[config.mk]
export PLATFORM = sky130hd
export DESIGN_NAME = npn_tt_sweeper
export DESIGN_NICKNAME = d
export VERILOG_FILES = /design/src/rtl/npn_tt_sweeper.sv
export SDC_FILE = /design/constraint.sdc
export NUM_CORES = 1
export LEC_CHECK = 0
export ABC_AREA = 1
export CORE_MARGIN = 3
export CORE_UTILIZATION = 40
export DETAILED_ROUTE_END_ITERATION = 16
export PLACE_DENSITY = 0.76
export SYNTH_ARGS = -nofsm -noshare
export SYNTH_HDL_FRONTEND = slang
export SYNTH_SLANG_ARGS = --single-unit
[constraint.sdc]
create_clock -name clk -period 2.8 [get_ports clk]
set_input_delay 0.56 -clock clk [delete_from_list [all_inputs] [get_ports clk]]
set_output_delay 0.56 -clock clk [all_outputs]
set_load 0.02 [all_outputs]
[src/rtl/npn_tt_sweeper.sv]
// Sweeps all 16 minterms through an NPN transform onto a 4-input AIG cell and
// captures its 16-bit truth table, comparing it bit by bit against a reference.
module npn_tt_sweeper #(
    parameter int unsigned SETTLE = 1
) (
    input  logic        clk,
    input  logic        rst,
    input  logic        start,
    input  logic [7:0]  perm,
    input  logic [3:0]  neg_mask,
    input  logic        out_neg,
    input  logic [15:0] expected,
    output logic        x0,
    output logic        x1,
    output logic        x2,
    output logic        x3,
    input  logic        y0,
    output logic        busy,
    output logic        done,
    output logic [15:0] tt,
    output logic        match,
    output logic [4:0]  mismatch_cnt,
    output logic [3:0]  first_fail,
    output logic        first_fail_valid
);

    typedef enum logic [1:0] {IDLE, HOLD, FINISH} state_t;

    localparam logic [3:0] SETTLE_W = 4'(SETTLE);

    state_t      state_q, state_d;
    logic [3:0]  m_q, m_d;
    logic [3:0]  hold_q, hold_d;
    logic [7:0]  perm_q, perm_d;
    logic [3:0]  neg_q, neg_d;
    logic        oneg_q, oneg_d;
    logic [15:0] exp_q, exp_d;
    logic [15:0] tt_q, tt_d;
    logic [4:0]  cnt_q, cnt_d;
    logic [3:0]  ff_q, ff_d;
    logic        ffv_q, ffv_d;
    logic        match_q, match_d;
    logic [3:0]  x_vec;
    logic        cap_bit;

    // Stimulus comes only from registered state, so it is glitch-free per minterm.
    always_comb begin
        x_vec = '0;
        if (state_q == HOLD) begin
            for (int i = 0; i < 4; i++) begin
                x_vec[i] = m_q[perm_q[2*i +: 2]] ^ neg_q[i];
            end
        end
    end

    assign cap_bit = y0 ^ oneg_q;

    always_comb begin
        state_d = state_q;
        m_d     = m_q;
        hold_d  = hold_q;
        perm_d  = perm_q;
        neg_d   = neg_q;
        oneg_d  = oneg_q;
        exp_d   = exp_q;
        tt_d    = tt_q;
        cnt_d   = cnt_q;
        ff_d    = ff_q;
        ffv_d   = ffv_q;
        match_d = match_q;
        case (state_q)
            IDLE: begin
                if (start) begin
                    perm_d  = perm;
                    neg_d   = neg_mask;
                    oneg_d  = out_neg;
                    exp_d   = expected;
                    tt_d    = '0;
                    cnt_d   = '0;
                    ff_d    = '0;
                    ffv_d   = 1'b0;
                    match_d = 1'b0;
                    m_d     = '0;
                    hold_d  = '0;
                    state_d = HOLD;
                end
            end
            HOLD: begin
                if (hold_q != SETTLE_W) begin
                    hold_d = hold_q + 4'd1;
                end else begin
                    tt_d[m_q] = cap_bit;
                    if (cap_bit != exp_q[m_q]) begin
                        cnt_d = cnt_q + 5'd1;
                        if (!ffv_q) begin
                            ff_d  = m_q;
                            ffv_d = 1'b1;
                        end
                    end
                    if (m_q == 4'd15) begin
                        // Resolve match here so it is already valid in the done cycle.
                        match_d = (cnt_d == 5'd0);
                        state_d = FINISH;
                    end else begin
                        m_d    = m_q + 4'd1;
                        hold_d = '0;
                    end
                end
            end
            FINISH: state_d = IDLE;
            default: state_d = IDLE;
        endcase
    end

    always_ff @(posedge clk or posedge rst) begin
        if (rst) begin
            state_q <= IDLE;
            m_q     <= '0;
            hold_q  <= '0;
            perm_q  <= '0;
            neg_q   <= '0;
            oneg_q  <= 1'b0;
            exp_q   <= '0;
            tt_q    <= '0;
            cnt_q   <= '0;
            ff_q    <= '0;
            ffv_q   <= 1'b0;
            match_q <= 1'b0;
        end else begin
            state_q <= state_d;
            m_q     <= m_d;
            hold_q  <= hold_d;
            perm_q  <= perm_d;
            neg_q   <= neg_d;
            oneg_q  <= oneg_d;
            exp_q   <= exp_d;
            tt_q    <= tt_d;
            cnt_q   <= cnt_d;
            ff_q    <= ff_d;
            ffv_q   <= ffv_d;
            match_q <= match_d;
        end
    end

    assign {x3, x2, x1, x0}  = x_vec;
    assign busy             = (state_q == HOLD);
    assign done             = (state_q == FINISH);
    assign tt               = tt_q;
    assign match            = match_q;
    assign mismatch_cnt     = cnt_q;
    assign first_fail       = ff_q;
    assign first_fail_valid = ffv_q;

endmodule

# Word-level counts from Yosys, hierarchy flattened

Index checks and enable logic that the tools add are counted.

Flip-flop bits (word level): 66
Output and inout bits: 33
Word-level logic and storage cells: 95
Input bits: 33

Mux-type cells: 45
Reduce and logical (&&, ||, !) cells: 12
$lt $le $gt $ge: 6
Bitwise logic cells: 5
Add/subtract/negate cells: 3
Equal/unequal tests: 12

Operators with widths:

| operator              | count |
|---|---|
| $mux W4               | 9 |
| $mux W16              | 2 |
| $pmux W16 S2          | 1 |
| $mux W5               | 5 |
| $pmux W4 S2           | 3 |
| $bwmux W16            | 1 |
| $lt A2 B3 Y1 const B  | 4 |
| $reduce_and A4 Y1     | 3 |
| $mux W1               | 11 |
| $pmux W5 S2           | 1 |
| $reduce_and A3 Y1     | 3 |
| $add A4 B1 Y4 const B | 2 |
| $bmux W1 S2           | 4 |
| $ne A2 B2 Y1 const B  | 4 |
| $mux W2               | 3 |
| $add A5 B1 Y5 const B | 1 |
| $logic_not A5 Y1      | 1 |
| $lt A4 B5 Y1 const B  | 1 |
| $reduce_and A5 Y1     | 1 |
| $xor A1 B1 Y1         | 5 |
| $bmux W1 S4           | 1 |
| $demux W1 S4          | 1 |
| $eq A4 B4 Y1 const B  | 1 |
| $ge A4 B1 Y1 const B  | 1 |
| 12 further kinds      | 14 |

# Logic depth before layout (Yosys ltp)

Gate-level depths: netlist (run 1).

Depth after elaboration: 10
Mapped depth: 16
Gate-level depth less buffers: 15

# Worst setup path after synthesis (run 1)

OpenSTA, ideal clock, no wires.

Kind: reg-to-output
Start point: reg state_q[1]
End point: out x0
Arrival time: 1.647 ns
Slack: 0.593 ns
Buffers on the path: 2
Required time: 2.240 ns
Stages on the path, launching flop included: 6
Path through: dfrtp_1 nor2_1 buf_2 clkbuf_1 o21ai_0 a21oi_1

Word-level cells in the longest chain between the ends: 2

Ends and longest elaborated chain:

| element                  | RTL line | RTL |
|---|---|---|
| start: declaration       | 31       | `state_t state_q, state_d;` |
| start signal: assignment | 130      | `state_q <= state_d;` |
| $eq A2 B1 Y1             | n/a      |  |
| via busy                 | 18       | `output logic busy,` |
| $mux W4                  | 49       | `if (state_q == HOLD) begin` |
| end: declaration         | 13       | `output logic x0,` |

The timed path passes the listed nets, and every way through them passes these cells.

# Worst setup path after layout (run 1)

Start point: reg m_q[3]
End point: out x0

Word-level cells in the longest chain between the ends: 4

Ends and longest elaborated chain:

| element                       | RTL line | RTL |
|---|---|---|
| start: declaration            | 32       | `logic [3:0] m_q, m_d;` |
| start signal: assignment      | 131      | `m_q <= m_d;` |
| $bmux W1 S2                   | 51       | `x_vec[i] = m_q[perm_q[2*i +: 2]] ^ neg_q[i];` |
| $mux W1 (implied by the code) | 51       |  |
| $xor A1 B1 Y1                 | 51       |  |
| $mux W4                       | 49       |  |

Every way passes these cells. The select of a mux whose other input is x is not followed.

==> results of run 1 <==
==> cells in the mapped netlist <==
| master | instances |
|---|---|
| a21oi_1 | 9 |
| a22o_1 | 2 |
| a31oi_1 | 1 |
| buf_1 | 2 |
| buf_2 | 5 |
| buf_6 | 2 |
| clkbuf_1 | 6 |
| dfrtp_1 | 66 |
| ha_1 | 7 |
| inv_1 | 60 |
| inv_2 | 6 |
| nand2_1 | 108 |
| nand2_2 | 7 |
| nand2_4 | 1 |
| nand3_1 | 21 |
| nand3_2 | 1 |
| nor2_1 | 27 |
| nor2_2 | 2 |
| nor2_4 | 3 |
| nor3_1 | 1 |
| o211ai_1 | 7 |
| o21a_1 | 2 |
| o21ai_0 | 48 |
| o21ai_1 | 11 |
| o21ai_2 | 2 |
| o21ai_4 | 1 |
| o22ai_1 | 11 |
| o31ai_1 | 3 |
| xnor2_1 | 1 |
| xor2_1 | 4 |
==> registers in the layout, summed over array words and instances (netlist names), 2 cells and up <==
name	cells
hold_q	4
mismatch_cnt	5
exp_q	16
m_q	4
state_q	2
perm_q	8
neg_q	4
tt	16
first_fail	4
==> per-stage QoR <==
step,cell area [um2],power (mW),worst slack [ns],utilization [%],cells
finish,4372,4.612,0.1786,54.87,601
global route,4372,4.980,0.008939,54.87,601
CTS,4370,4.635,0.1441,54.85,601
detailed placement,4151,3.734,0.5297,52.10,585
global placement,4151,3.662,0.5568,52.10,585
floorplan,3393,2.966,0.5852,-,427
==> final cells by class <==
cell class | instances | area, um2
inverter | 66 | 247.7
fill | 722 | 3596
tap | 102 | 127.6
timing repair buffer | 71 | 708.2
sequential | 66 | 1653
clock buffer | 11 | 141.4
multi-input combinational | 280 | 1416
clock inverter | 5 | 77.57
==> tightest hold or removal path: stages, from the launching register on <==
cell and delay (ns):
dfrtp_1 0.36, nand2_1 0.06, nand2_1 0.05
==> power groups by stage <==
stage,Clock (mW),Sequential [mW],Combinational (mW)
global placement,0,1.57,2.10
finish,0.885,1.57,2.16
detailed placement,0,1.58,2.16
global route,0.949,1.62,2.41
floorplan,0,1.66,1.31
CTS,0.903,1.56,2.17
==> metal layers <==
metal	vias up	GRT usage (%)
li1	1499	-
met1	1397	24.70
met2	82	27.23
met3	8	4.429
met4	0	5.538
met5	-	0
==> kinds of logic (layout without fill, tap and decap cells) <==
family | count (synthesis) | count (layout) | share of synthesized area [%]
and+or+nand+nor | 171 | 171 | 21.46
AOI/OAI and AO/OA | 97 | 97 | 16.41
buffers and inverters | 81 | 153 | 9.587
DFF | 66 | 66 | 48.67
adders and majority gates | 7 | 7 | 2.581
xor gates and xnor gates | 5 | 5 | 1.291
==> worst max path at each step <==
stage,endpoint,slack [ns],cells past startpoint
2_1_floorplan,exp_q[0]$_DFFE_PP0P_,0.59,1
3_3_place_gp,x3,0.56,5
3_5_place_dp,x3,0.53,5
4_1_cts,x3,0.14,5
5_1_grt,x0,0.009,5
6_report,x0,0.18,5
==> flow_metrics.env, run 1 <==
export IMPL_status="finished clean"
export IMPL_post_synth_inst_count=427
export IMPL_worst_skew_pair_late_latency_ns=0.34
export IMPL_fmax_mhz=381.5
export IMPL_cp_start_kind="flip-flop"
export IMPL_clock_power_share_pct=19.2
export IMPL_grt_max_degree=54
export IMPL_drt_iter0_markers=219
export IMPL_grt_pass1_vias=2872
export IMPL_sw_frac_of_total_pct=41.57
export IMPL_synth_seq_cells=66
export IMPL_end_kind="output pin"
export IMPL_ys_seq_area_share_pct=48.67
export IMPL_startpoint="m_q[3]$_DFFE_PP0P_"
export IMPL_tns_ns=0
export IMPL_reg2reg_from="state_q[1]$_DFFE_PP0P_"
export IMPL_rsz0062_at_grt="false"
export IMPL_syn_to_final_growth_pct=28.83
export IMPL_worst_slew_pin_transition_ns=0.5907
export IMPL_drive_gt1_share_pct=9.218
export IMPL_final_cell_mix="nand2_1, dfrtp_1, clkdlybuf4s50_1"
export IMPL_hold_viol=0
export IMPL_ant_nets=0
export IMPL_grt_overflow=0
export IMPL_min_to="match$_DFFE_PP0P_"
export IMPL_reg2reg_slack_ns=0.66
export IMPL_hold_buffers=0
export IMPL_arrival_ns=2.06
export IMPL_synthesis_area_mm2=0.003393
export IMPL_crit_type="flip-flop to output pin"
export IMPL_drv_slew=0
export IMPL_syn_avg_cell_area_um2=7.947
export IMPL_switching_power_mw=1.917
export IMPL_min_period_ns=2.621
export IMPL_grt_first_pass_wirelength_mm=13.77
export IMPL_r2r_end="tt[4]$_DFFE_PP0P_"
export IMPL_dr_pass1_iters=4
export IMPL_cts_buffers=9
export IMPL_met1_length_mm=3.810
export IMPL_die_w_um=98.11
export IMPL_die_y_um=98.11
export IMPL_p_leak_nw=2.009
export IMPL_layout_commonest_cell="nand2_1"
export IMPL_cp_num_buf_inv=1
export IMPL_wl_met3_um=439
export IMPL_power_frac_comb_pct=46.8
export IMPL_finalSetupViolCount=0
export IMPL_skew_ns=0.008419
export IMPL_via_count=2986
export IMPL_max_cap_viol_count=0
export IMPL_worstPathRequired_ns=2.24
export IMPL_rows=32
export IMPL_clockRootBuffer="clkbuf_8"
export IMPL_yosys_top_cells_area="dfrtp_1, nand2_1, o21ai_0"
export IMPL_critPathMaxFanout=9
export IMPL_timing_final_crit_share_pct=93.62
export IMPL_die_area_mm2=0.009625
export IMPL_slew_headroom_pct=60.57
export IMPL_yosysWarnings=0
export IMPL_power_density_mw_per_mm2=1055
export IMPL_min_path_type="flip-flop to flip-flop"
export IMPL_top_layer="met4"
export IMPL_timing_hold_ws_ns=0.4936
export IMPL_core_area_mm2=0.007968
export IMPL_pin_count=66
export IMPL_peakVddDrop_uv=468.0
export IMPL_cts_tree="built"
export IMPL_start_util_pct=42.59
export IMPL_synth_top_area_share_pct=48.67
export IMPL_cts_setup_buffers=0
export IMPL_gp_congestion=0.8697
export IMPL_reg2reg_depth=8
export IMPL_crit_chain="nor2_1, o22ai_1, o21ai_0, a21oi_1, clkdlybuf4s50_1"
export IMPL_cts_sinks=66
export IMPL_cts_resized=0
export IMPL_dp_hpwl_mm=5.945
export IMPL_antenna_found_initial=0
export IMPL_clock_path_buffers=2
export IMPL_clk_pin_slew_ns=0.07
export IMPL_crit_path_top_delay_cell="clkdlybuf4s50_1"
export IMPL_synthDistinctLibCells=30
export IMPL_vias_per_cell=4.968
export IMPL_wl_met2_mm=3.858
export IMPL_yosysTopAreaCell="dfrtp_1"
export IMPL_synth_nets=467
export IMPL_hold_start="match$_DFFE_PP0P_"
export IMPL_cts_htree_levels=3
export IMPL_seq_power_share_pct=34.0
export IMPL_path_delay_family="buffers and inverters"
export IMPL_track_usage_pct=17.72
export IMPL_holdPathStages=2
export IMPL_slowest_delay_ns=0.63
export IMPL_p_int_mw=2.695
export IMPL_nNetsFinal=534
export IMPL_wl_per_cell_um=13.63
export IMPL_port_buffers=65
export IMPL_drc=0
export IMPL_wl_mm=8.194
export IMPL_diodes=0
Note: power is estimated with default switching activity, not from simulation.
==> run 2: changes to the inputs <==
--- a/config.mk
+++ b/config.mk
@@ -6,6 +6,7 @@
 export NUM_CORES = 1
 export LEC_CHECK = 0
 export ABC_AREA = 1
+export CAP_MARGIN = 0
 export CORE_MARGIN = 3
 export CORE_UTILIZATION = 40
 export DETAILED_ROUTE_END_ITERATION = 16
==> results of run 2 <==
The final DEF is identical to that of run 1; final timing and power are the same.
==> run 3: changes to the inputs <==
--- a/config.mk
+++ b/config.mk
@@ -9,6 +9,7 @@
 export CAP_MARGIN = 0
 export CORE_MARGIN = 3
 export CORE_UTILIZATION = 40
+export CTS_BUF_LIST = sky130_fd_sc_hd__clkbuf_4
 export DETAILED_ROUTE_END_ITERATION = 16
 export PLACE_DENSITY = 0.76
 export SYNTH_ARGS = -nofsm -noshare
==> flow_metrics.env, run 3 (synthesis results as in run 1) <==
export IMPL_min_path_type="flip-flop to flip-flop"
export IMPL_cts_htree_levels=3
export IMPL_critPathMaxFanout=20
export IMPL_dr_pass1_iters=4
export IMPL_grt_pass1_vias=2894
export IMPL_wl_mm=8.214
export IMPL_sw_frac_of_total_pct=42.82
export IMPL_drv_slew=0
export IMPL_crit_chain="nor2_1, buf_6, o21ai_0, a21oi_1, clkdlybuf4s50_1"
export IMPL_peakVddDrop_uv=525.9
export IMPL_ant_nets=0
export IMPL_p_int_mw=2.537
export IMPL_reg2reg_from="state_q[1]$_DFFE_PP0P_"
export IMPL_syn_to_final_growth_pct=27.25
export IMPL_fill_cells=724
export IMPL_clk_pin_slew_ns=0.11
export IMPL_crit_end="x3"
export IMPL_grt_max_degree=54
export IMPL_clock_path_buffers=2
export IMPL_nNetsFinal=534
export IMPL_die_w_um=98.11
export IMPL_reg2reg_slack_ns=0.67
export IMPL_seq_power_share_pct=35.2
export IMPL_cp_num_buf_inv=2
export IMPL_layout_commonest_cell="nand2_1"
export IMPL_max_cap_viol_count=0
export IMPL_skew_ns=0.01314
export IMPL_clockRootBuffer="clkbuf_4"
export IMPL_grt_overflow=0
export IMPL_min_period_ns=2.639
export IMPL_vias_per_cell=4.927
export IMPL_diodes=0
export IMPL_switching_power_mw=1.899
export IMPL_cts_setup_buffers=0
export IMPL_worstPathRequired_ns=2.24
export IMPL_worst_slew_pin_transition_ns=0.5881
export IMPL_worstSetupPathDepth=5
export IMPL_power_density_mw_per_mm2=1027
export IMPL_drc=0
export IMPL_cts_tree="built"
export IMPL_arrival_ns=2.08
export IMPL_core_area_mm2=0.007968
export IMPL_pin_count=66
export IMPL_timing_final_crit_share_pct=94.25
export IMPL_cts_sinks=66
export IMPL_rows=32
export IMPL_cp_start_kind="flip-flop"
export IMPL_clock_power_share_pct=16.1
export IMPL_hold_viol=0
export IMPL_reg2reg_depth=8
export IMPL_start_util_pct=42.59
export IMPL_cts_buffers=9
export IMPL_crit_type="flip-flop to output pin"
export IMPL_r2r_end="tt[4]$_DFFE_PP0P_"
export IMPL_placed_cells=585
export IMPL_final_cell_mix="nand2_1, clkdlybuf4s50_1, dfrtp_1"
export IMPL_wl_per_cell_um=13.67
export IMPL_antenna_found_initial=0
export IMPL_crit_path_top_delay_cell="clkdlybuf4s50_1"
export IMPL_finalSetupViolCount=0
export IMPL_hold_buffers=0
export IMPL_tns_ns=0
export IMPL_drt_iter0_markers=173
export IMPL_rsz0062_at_grt="false"
export IMPL_die_y_um=98.11
export IMPL_power_frac_comb_pct=48.7
export IMPL_path_delay_family="buffers and inverters"
export IMPL_track_usage_pct=17.72
export IMPL_final_cells=601
export IMPL_fmax_mhz=378.9
export IMPL_startpoint="state_q[1]$_DFFE_PP0P_"
export IMPL_port_buffers=65
export IMPL_slew_headroom_pct=60.74
export IMPL_via_count=2961
export IMPL_dp_hpwl_mm=5.945
export IMPL_status="finished clean"
export IMPL_gp_congestion=0.8697
export IMPL_slowest_delay_ns=0.63
export IMPL_p_leak_nw=1.992
export IMPL_end_kind="output pin"
export IMPL_drive_gt1_share_pct=9.619
export IMPL_worst_skew_pair_late_latency_ns=0.42
export IMPL_grt_first_pass_wirelength_mm=13.74
export IMPL_die_area_mm2=0.009625
[run 3: cell types whose count changed in the layout (fill, tap and decap cells not counted), moves of 2 or more]
cell      before  now
clkbuf_4       0   10
clkbuf_8      10    0
dfrtp_1       65   63
dfrtp_2        1    3
[run 3: worst register-to-register path: stages, from the launching register on]
cell     delay, ns
dfrtp_1       0.41
nor2_1        0.14
buf_6         0.22
inv_2         0.08
nor2_4        0.24
nor2_4        0.12
inv_2         0.20
nand3_2       0.31
o31ai_1       0.32
[run 3: worst min-delay path by stage]
stage                                 to  cells past startpoint                      start
3_5_place_dp           match$_DFFE_PP0P_                      2          match$_DFFE_PP0P_
2_1_floorplan       neg_q[0]$_DFFE_PP0P_                      2       neg_q[0]$_DFFE_PP0P_
4_1_cts                match$_DFFE_PP0P_                      2          match$_DFFE_PP0P_
5_1_grt        first_fail[0]$_DFFE_PP0P_                      2  first_fail[0]$_DFFE_PP0P_
3_3_place_gp           match$_DFFE_PP0P_                      2          match$_DFFE_PP0P_
6_report               match$_DFFE_PP0P_                      2          match$_DFFE_PP0P_
[run 3: layout make-up]
| cell class | count | area, um2 | area share (%) |
|---|---|---|---|
| Multi-Input combinational cell | 280 | 1416 | 32.80 |
| Timing Repair Buffer | 71 | 714.4 | 16.55 |
| Clock inverter | 6 | 81.33 | 1.884 |
| Clock buffer | 10 | 75.07 | 1.739 |
| Inverter | 66 | 247.7 | 5.737 |
| Sequential cell | 66 | 1655 | 38.34 |
| Tap cell | 102 | 127.6 | 2.956 |
[run 3: metrics by stage]
| step | util, % | hold slack [ns] | area [um2] | total power [mW] | setup WS, ns |
|---|---|---|---|---|---|
| 3_3_place_gp | 52.10 | 0.4715 | 4151 | 3.662 | 0.5568 |
| 4_1_cts | 54.07 | 0.5050 | 4308 | 4.465 | 0.05560 |
| 5_1_grt | 54.19 | 0.5287 | 4318 | 4.800 | 0.004238 |
| 2_1_floorplan | - | 0.4655 | 3393 | 2.966 | 0.5852 |
| 6_report | 54.19 | 0.5026 | 4318 | 4.436 | 0.1610 |
| 3_5_place_dp | 52.10 | 0.4789 | 4151 | 3.734 | 0.5297 |
[run 3: what timing repair did]
item                                    CTS  global route
hold endpoints to repair                  0             0
endpoints found under the setup margin    0             4
gates resized for setup                   0             5
[run 3: power by group through the flow]
| stage | logic [mW] | registers (mW) | clock network, mW |
|---|---|---|---|
| floorplan | 1.31 | 1.66 | 0 |
| global placement | 2.10 | 1.57 | 0 |
| detailed placement | 2.16 | 1.58 | 0 |
| CTS | 2.18 | 1.56 | 0.728 |
| global route | 2.42 | 1.62 | 0.765 |
| finish | 2.16 | 1.56 | 0.713 |
[run 3: layer usage]
layer,track usage (%),part of all wire [%]
met5,0,0
met4,7.881,2.0
met3,2.929,4.6
met2,27.17,46
met1,24.70,47
